**config.mk**
```make
export PLATFORM = sky130hd
export DESIGN_NAME = instr_encoder
export DESIGN_NICKNAME = d
export VERILOG_FILES = /design/src/rtl/instr_encoder.sv
export SDC_FILE = /design/constraint.sdc
export NUM_CORES = 1
export LEC_CHECK = 0
export CORE_MARGIN = 2
export CORE_UTILIZATION = 49
export DETAILED_ROUTE_END_ITERATION = 16
export GPL_ROUTABILITY_DRIVEN = 0
export HOLD_SLACK_MARGIN = 0.06
export PLACE_DENSITY = 0.73
export SYNTH_ARGS = -nofsm -noshare
export SYNTH_HDL_FRONTEND = slang
export SYNTH_SLANG_ARGS = --single-unit
```
**constraint.sdc**
```tcl
create_clock -name clk_pi -period 3.2 [get_ports clk_pi]
set_input_delay 0.48 -clock clk_pi [delete_from_list [all_inputs] [get_ports clk_pi]]
set_output_delay 0.48 -clock clk_pi [all_outputs]
set_load 0.005 [all_outputs]
```
**src/rtl/instr_encoder.sv**
```systemverilog
// ---------------------------------------------------------------------------
// instr_encoder
//   Packs decoded instruction fields into 16-bit instruction words and queues
//   them in a small FIFO for the instruction-memory loader.
//   A wide MOVI expands into two words (low byte first, then high byte).
//   Illegal or out-of-range requests are accepted, dropped and flagged.
//
// Ports
//   clk_pi, reset_n_pi          clock, asynchronous active-low reset
//   in_valid_pi / in_ready_po   request handshake
//   op_pi, rd_pi, rs1_pi,
//   rs2_pi, func_pi, imm_pi,
//   wide_pi                     decoded instruction fields
//   out_valid_po / out_ready_pi output handshake (FIFO head)
//   out_data_po                 FIFO head word, zero when empty
//   err_po                      one-cycle pulse for a dropped request
//   err_count_po                saturating count of dropped requests
//   words_po                    total words pushed, wrapping
// ---------------------------------------------------------------------------
module instr_encoder #(
    parameter int FIFO_DEPTH = 4,
    parameter int ERR_CNT_W  = 8
) (
    input  logic                 clk_pi,
    input  logic                 reset_n_pi,
    input  logic                 in_valid_pi,
    output logic                 in_ready_po,
    input  logic [3:0]           op_pi,
    input  logic [2:0]           rd_pi,
    input  logic [2:0]           rs1_pi,
    input  logic [2:0]           rs2_pi,
    input  logic [2:0]           func_pi,
    input  logic [15:0]          imm_pi,
    input  logic                 wide_pi,
    output logic                 out_valid_po,
    input  logic                 out_ready_pi,
    output logic [15:0]          out_data_po,
    output logic                 err_po,
    output logic [ERR_CNT_W-1:0] err_count_po,
    output logic [15:0]          words_po
);

    localparam int PTR_W = (FIFO_DEPTH > 1) ? $clog2(FIFO_DEPTH) : 1;
    localparam int CNT_W = PTR_W + 1;

    localparam logic [3:0] OP_NOP   = 4'h0;
    localparam logic [3:0] OP_ARITH2 = 4'h1;
    localparam logic [3:0] OP_ARITH1 = 4'h2;
    localparam logic [3:0] OP_MOVI  = 4'h3;
    localparam logic [3:0] OP_ADDI  = 4'h4;
    localparam logic [3:0] OP_SUBI  = 4'h5;
    localparam logic [3:0] OP_LOAD  = 4'h6;
    localparam logic [3:0] OP_STOR  = 4'h7;
    localparam logic [3:0] OP_BEQ   = 4'h8;
    localparam logic [3:0] OP_BGE   = 4'h9;
    localparam logic [3:0] OP_BLE   = 4'hA;
    localparam logic [3:0] OP_BC    = 4'hB;
    localparam logic [3:0] OP_J     = 4'hC;
    localparam logic [3:0] OP_CTRL  = 4'hF;

    typedef enum logic {S_IDLE, S_HI} state_t;

    state_t               state_q, state_d;
    logic [15:0]          hi_word_q;
    logic [15:0]          mem_q [FIFO_DEPTH];
    logic [PTR_W-1:0]     wr_ptr_q, rd_ptr_q;
    logic [CNT_W-1:0]     count_q;
    logic                 err_q;
    logic [ERR_CNT_W-1:0] err_cnt_q;
    logic [15:0]          words_q;

    logic        legal;
    logic        is_wide;
    logic [15:0] word0, word1;
    logic        handshake;
    logic        push;
    logic [15:0] push_data;
    logic        pop;
    logic        fifo_full, fifo_empty;

    assign fifo_full  = (count_q == CNT_W'(FIFO_DEPTH));
    assign fifo_empty = (count_q == '0);
    assign pop        = ~fifo_empty & out_ready_pi;
    assign handshake  = in_valid_pi & in_ready_po;

    // ------------------------------------------------------------------
    // Field packing and legality check
    // ------------------------------------------------------------------
    always_comb begin
        // NOTE: every combinational output gets a default first so no path
        // through the case leaves it unassigned (which would infer a latch).
        legal   = 1'b0;
        is_wide = 1'b0;
        word0   = '0;
        word1   = '0;
        unique case (op_pi)
            OP_NOP: begin
                legal = 1'b1;
            end
            OP_ARITH2, OP_ARITH1: begin
                legal = 1'b1;
                word0 = {op_pi, rd_pi, rs1_pi, rs2_pi, func_pi};
            end
            OP_MOVI: begin
                word0 = {op_pi, rd_pi, 1'b0, imm_pi[7:0]};
                word1 = {op_pi, rd_pi, 1'b1, imm_pi[15:8]};
                if (wide_pi) begin
                    legal   = 1'b1;
                    is_wide = 1'b1;
                end else begin
                    legal = (imm_pi[15:8] == 8'h00);
                end
            end
            OP_ADDI, OP_SUBI, OP_LOAD, OP_STOR, OP_BEQ, OP_BGE, OP_BLE: begin
                legal = (imm_pi[15:6] == 10'h000);
                word0 = {op_pi, rd_pi, rs1_pi, imm_pi[5:0]};
            end
            OP_BC, OP_J: begin
                legal = (imm_pi[15:12] == 4'h0);
                word0 = {op_pi, imm_pi[11:0]};
            end
            OP_CTRL: begin
                legal = (imm_pi == 16'h0001) || (imm_pi == 16'h0002) ||
                        (imm_pi == 16'h0AAA) || (imm_pi == 16'h0FFF);
                word0 = {op_pi, imm_pi[11:0]};
            end
            default: begin
                legal = 1'b0;
            end
        endcase
    end

    // ------------------------------------------------------------------
    // FSM: state register / next state / outputs
    // ------------------------------------------------------------------
    always_ff @(posedge clk_pi or negedge reset_n_pi) begin
        if (!reset_n_pi) begin
            // NOTE: sequential state is always updated with non-blocking
            // assignments so every register samples pre-edge values.
            state_q <= S_IDLE;
        end else begin
            state_q <= state_d;
        end
    end

    always_comb begin
        state_d = state_q;
        unique case (state_q)
            S_IDLE: if (handshake && legal && is_wide) state_d = S_HI;
            S_HI:   if (!fifo_full)                    state_d = S_IDLE;
            default:                                   state_d = S_IDLE;
        endcase
    end

    always_comb begin
        in_ready_po = 1'b0;
        push        = 1'b0;
        push_data   = '0;
        unique case (state_q)
            S_IDLE: begin
                // Gated by reset so the upstream never sees ready during reset.
                in_ready_po = reset_n_pi & ~fifo_full;
                if (handshake && legal) begin
                    push      = 1'b1;
                    push_data = word0;
                end
            end
            S_HI: begin
                if (!fifo_full) begin
                    push      = 1'b1;
                    push_data = hi_word_q;
                end
            end
            default: ;
        endcase
    end

    // High byte of a wide MOVI, captured at accept and pushed from S_HI.
    always_ff @(posedge clk_pi or negedge reset_n_pi) begin
        if (!reset_n_pi) begin
            hi_word_q <= '0;
        end else if (state_q == S_IDLE && handshake) begin
            hi_word_q <= word1;
        end
    end

    // ------------------------------------------------------------------
    // FIFO
    // ------------------------------------------------------------------
    // NOTE: the storage array has no reset; out_data_po is forced to zero
    // while empty, so stale contents are never observable.
    always_ff @(posedge clk_pi) begin
        if (push) mem_q[wr_ptr_q] <= push_data;
    end

    // Fullness is taken before any same-cycle pop, so a pop never makes
    // room for a push in that cycle.
    always_ff @(posedge clk_pi or negedge reset_n_pi) begin
        if (!reset_n_pi) begin
            wr_ptr_q <= '0;
            rd_ptr_q <= '0;
            count_q  <= '0;
        end else begin
            if (push) wr_ptr_q <= wr_ptr_q + PTR_W'(1);
            if (pop)  rd_ptr_q <= rd_ptr_q + PTR_W'(1);
            if (push && !pop)      count_q <= count_q + CNT_W'(1);
            else if (pop && !push) count_q <= count_q - CNT_W'(1);
        end
    end

    assign out_valid_po = ~fifo_empty;
    assign out_data_po  = fifo_empty ? 16'h0000 : mem_q[rd_ptr_q];

    // ------------------------------------------------------------------
    // Status and counters
    // ------------------------------------------------------------------
    always_ff @(posedge clk_pi or negedge reset_n_pi) begin
        if (!reset_n_pi) begin
            err_q     <= 1'b0;
            err_cnt_q <= '0;
            words_q   <= '0;
        end else begin
            err_q <= handshake & ~legal;
            if (handshake && !legal && err_cnt_q != '1)
                err_cnt_q <= err_cnt_q + ERR_CNT_W'(1);
            if (push)
                words_q <= words_q + 16'd1;
        end
    end

    assign err_po       = err_q;
    assign err_count_po = err_cnt_q;
    assign words_po     = words_q;

endmodule

```
# After elaboration in Yosys (flattened, before gate mapping)
# Memories as Yosys holds them, arrays and structs flattened.
# Index checks and enable logic that the tools add are counted.
# word_totals
ff_bits	49
latch_bits	0
mem_bits_rw	64
rom_bits	0
in_bits	37
elab_cells	87
mem_count	1
# mem_list
name	words	word_bits	rd	rd_clocked_by_memory_dff	wr	line	source
mem_q	4	16	1	0	1	65	logic [15:0] mem_q [FIFO_DEPTH];
# classes
n_addsub	6
multipliers	0
div_mod_pow	0
order_cmp	0
eq_ne	19
shifts	0
n_mux	21
bitwise_logic	8
reduce_logical	24
# ops
op	n
$mux W16	4
$pmux W16 S4	1
$eq A16 B12 Y1 const B	2
$pmux W16 S2	1
$eq A4 B4 Y1 const B	6
$add A16 B1 Y16 const B	1
$eq A16 B1 Y1 const B	1
$eq A16 B2 Y1 const B	1
$eq A4 B3 Y1 const B	4
$logic_not A10 Y1	1
$mux W1	10
$add A8 B1 Y8 const B	1
$eq A4 B2 Y1 const B	2
$logic_not A4 Y1	2
$logic_not A8 Y1	1
$ne A8 B8 Y1 const B	1
$logic_and A1 B1 Y1	7
$reduce_or A7 Y1	1
$mux W3	2
$reduce_or A3 Y1	2
$pmux W1 S5	1
$add A2 B1 Y2 const B	2
$and A1 B1 Y1	4
$eq A4 B1 Y1 const B	1
other kinds (10)	19

# Logic depth before layout (Yosys ltp)
# logic_depth
ltp_word	12
mapped_depth	13

# Worst setup path after synthesis
# Ideal clock, no wire load.
# synth_timing
path_type	input to register
startpoint	in op_pi[3]
endpoint	reg count_q[1]
setup_time_ns	0.125
arrival_ns	2.799
t_required_ns	3.075
setup_slack_ns	0.276
stages	11
path_buffers	2
cell_sequence	buf_2 -> o211a_1 -> or3_1 -> a22oi_2 -> a211o_1 -> buf_6 -> nand2_2 -> ha_1 -> inv_1 -> fa_1 -> mux2_2
# synth_between
elab_chain_cells	9
# synth_rtl
element	line	source
start: declaration	28	input logic [3:0] op_pi,
$eq A4 B3 Y1, or another cell as far along	96	unique case (op_pi)
$reduce_or A7 Y1, or another cell as far along	96	
$pmux W1 S5 *	96	
$logic_and A1 B1 Y1 *	163	if (handshake && legal) begin
$mux W1 *	163	
$pmux W1 S2 *	159	unique case (state_q)
net push	76	logic push;
$logic_not A1 Y1	207	else if (pop && !push) count_q <= count_q - CNT_W'(1);
$logic_and A1 B1 Y1	207	
$reduce_bool A2 Y1 (no line)	n/a	
end signal: assignment	206	if (push && !pop) count_q <= count_q + CNT_W'(1);
end signal: assignment	207	
end: declaration	67	logic [CNT_W-1:0] count_q;
# The timed path passes the listed nets; every way through them passes the cells marked *.
# A chain may end at the register's enable or synchronous reset.

# Final worst setup path
# layout_timing
startpoint	reg rd_ptr_q[0]
endpoint	out out_data_po[0]
# layout_between
elab_chain_cells	2
# layout_rtl
element	line	source
start: declaration	66	logic [PTR_W-1:0] wr_ptr_q, rd_ptr_q;
start signal: assignment	205	if (pop) rd_ptr_q <= rd_ptr_q + PTR_W'(1);
$mem_v2 Z4 W16	n/a	
$mux W16	212	assign out_data_po = fifo_empty ? 16'h0000 : mem_q[rd_ptr_q];
end: declaration	37	output logic [15:0] out_data_po,
# Every way passes these cells.

==> reports/qor.yml <==
run_status:
  outcome: "complete, no violations"
timing:
  period_needed_ps: 2992
  rsz0062_at_grt: "false"
  finClkSkew_ps: 8.457
  drv_slew: 0
  period_share_pct: 93.51
  setup_ws_ps: 207.5
  relSlewSlack_pct: 43.25
  worstMarginPinSlew_ps: 851.2
  timing.fmax_mhz: 334.2
  finalHoldViolations: 0
  setup_violations: 0
floorplanning:
  die_area_um2: 11850
  core_area_um2: 10790
  core.rowCount: 38
  die_w_um: 108.9
  start_util_pct: 49.92
  num_io_pins: 80
  die_h_um: 108.9
critical_path:
  reg2reg_depth: 7
  start_kind: "flip-flop"
  crit_type: "reg -> out"
  r2r_start: "count_q[0]"
  crit_chain: "buf_4, mux4_2, and2_1, clkdlybuf4s50_1"
  reg2reg_to: "count_q[1]"
  slowest_delay_ps: 540
  r2r_slack_ps: 650
  cpMaxStageDelayCell: "mux4_2"
  critPathMaxFanout: 15
  required_ps: 2720
  worst-endpoint-arrival_ps: 2510
  worstSetupEndpointType: "output pin"
global_route:
  grt-ovfl-total: 0
  antenna_found_initial: 0
  grt_max_degree: 50
  grtUsageTotal_pct: 22.61
  grt_pass1_wl_um: 20030
  grt_pass1_vias: 3861
finish:
  final_common_cell: "clkdlybuf4s50_1"
  fin_cells: 673
  final_cell_mix: "78 x clkdlybuf4s50_1, 64 x edfxtp_1, 49 x dfrtp_1"
  final_core_util_pct: 66.35
  multiInputGateArea_um2: 2096
  fillCellCount: 789
  drive_gt1_share_pct: 19.51
  ff_latch_area_um2: 3148
  antenna_cells: 0
  syn2layout_area_growth_pct: 32.91
  nets: 565
route:
  vias: 3810
  drtIter0Drc: 245
  ant_nets: 0
  drt-wirelength-per-cell_um: 18.19
  drcViolationCount: 0
  totalWireLength_um: 12240
  vias_per_cell: 5.661
  firstDrtPassIters: 5
synthesis:
  yosysWarnings: 0
  syn_area_per_cell_um2: 13.21
  syn_nets: 453
  synth_seq_cells: 113
  synth-edff-count: 64
  synth_top_cell_by_area: "edfxtp_1"
  synth_top_area_share_pct: 35.67
  synth_cells: 408
  synth-seq-area-share_pct: 58.43
  netlist_area_um2: 5388
  synth.distinct_cells: 56
  async_reset_ff_share_pct: 43.36
  synth_area_leaders: "edfxtp_1 36%, dfrtp_1 23%, mux4_2 6.7%, and2_1 2.8%, xor2_1 2.8%"
  synth_flop_cell: "edfxtp_1"
clock_tree:
  cts-htree-levels: 4
  cts_setup_buffers: 0
  clock_path_buffers: 2
  cts_root_buf: "clkbuf_8"
  numClockSinks: 113
  cts_hold_buffers: 0
  cts_tree: "yes"
  path_clk_slew_ps: 60
  cts-buffers-inserted: 17
  cts_resized: 0
  insertion_delay_ps: 510
pwr:
  leakagePower_nw: 2.791
  ir_worst_vdd_mv: 0.4691
  powerDensity_nw_per_um2: 756.2
placed_design:
  dp.cells: 641
  preCtsSetupSlack_ps: -19.75
  port_buffers: 79
  hpwl_um: 8321
job:
  maxCapViolCount: 0
min_path:
  worst_hold_path_type: "in -> async"
-- report_power, final --
part	internal, mW	switching, mW
clock	1.13	0.729
sequential	1.76	0.181
combinational	0.938	0.671
total	3.83	1.58
-- critical path: cells and delay by family, from the launching register on --
| family | cells | cell delay [ps] |
|---|---|---|
| buffers and inverters | 2 | 810 |
| multiplexers | 1 | 540 |
| AND/OR/NAND/NOR | 1 | 190 |
| flip-flops | 1 | 470 |
-- layout make-up --
| cell class | instances | share of cell area (%) |
|---|---|---|
| clock buffer | 17 | 5.784 |
| multi-input combinational | 260 | 29.27 |
| tap | 140 | 2.446 |
| inverter | 10 | 0.5242 |
| sequential | 113 | 43.96 |
| timing repair buffer | 118 | 15.59 |
| clock inverter | 15 | 2.429 |
-- synth_stat cells, drive strengths merged (3+ instances only) --
cell type and count:
nor4 4, inv 10, edfxtp 64, nor3 8, or3 3, mux4 16, buf 11, nor2 7
o211ai 3, a211oi 4, nand3 6, nor3b 4, xnor2 11, dfrtp 49, xor2 17, and2 25
o21ai 27, and3 7, nand2 34, a21o 5, a21oi 9, a22oi 7, a22o 13, a2111oi 4
a222oi 4, mux2 6, clkbuf 14, ha 7, o2111ai 3, nand4 5
-- kinds of logic (layout without fill, tap and decap cells) --
kind of cell	count (synthesis)	in the layout	share of synthesized area [%]
muxes	22	22	7.942
and+or+nand+nor	114	114	11.80
DFF	113	113	58.43
xor gates and xnor gates	28	28	4.552
AOI/OAI and AO/OA	88	88	12.49
buffers and inverters	35	160	2.787
adders and majority gates	8	8	1.997
-- sequential cells by signal (all words and copies together) (netlist names), 2 cells and up --
name	flops
words_po	16
rd_ptr_q	2
count_q	3
wr_ptr_q	2
hi_word_q	16
err_count_po	8
mem_q	64
-- routing by layer --
metal  wire [um]  vias to the layer above  global-route usage [%]  part of all wire [%]
met5           0                        -                       0                     0
met4         128                        0                   6.136                   1.0
met3         619                       13                   5.678                   5.1
met2        5802                      128                   35.80                    47
met1        5688                     1902                   31.31                    46
li1            -                     1767                       -                     -
-- metrics by stage --
step / area [um2] / TNS (ps) / total power [mW] / hold WS (ps)
after floorplan: 5388 / 0 / 2.792 / 184.4
after global placement: 6573 / 0 / 3.536 / 458.6
after detailed placement: 6573 / -19.75 / 3.583 / 456.7
after CTS: 7161 / 0 / 5.460 / 147.1
after global routing: 7161 / 0 / 5.690 / 169.0
final: 7161 / 0 / 5.415 / 145.8
-- worst max path at each step --
stage,from,to,cells past startpoint
2_1_floorplan,op_pi[3],count_q[1],11
3_3_place_gp,imm_pi[7],count_q[2],12
3_5_place_dp,imm_pi[7],count_q[2],12
4_1_cts,rd_ptr_q[0],out_data_po[0],4
5_1_grt,rd_ptr_q[0],out_data_po[15],4
6_report,rd_ptr_q[0],out_data_po[0],4
Power figures use the tool's default switching activity.
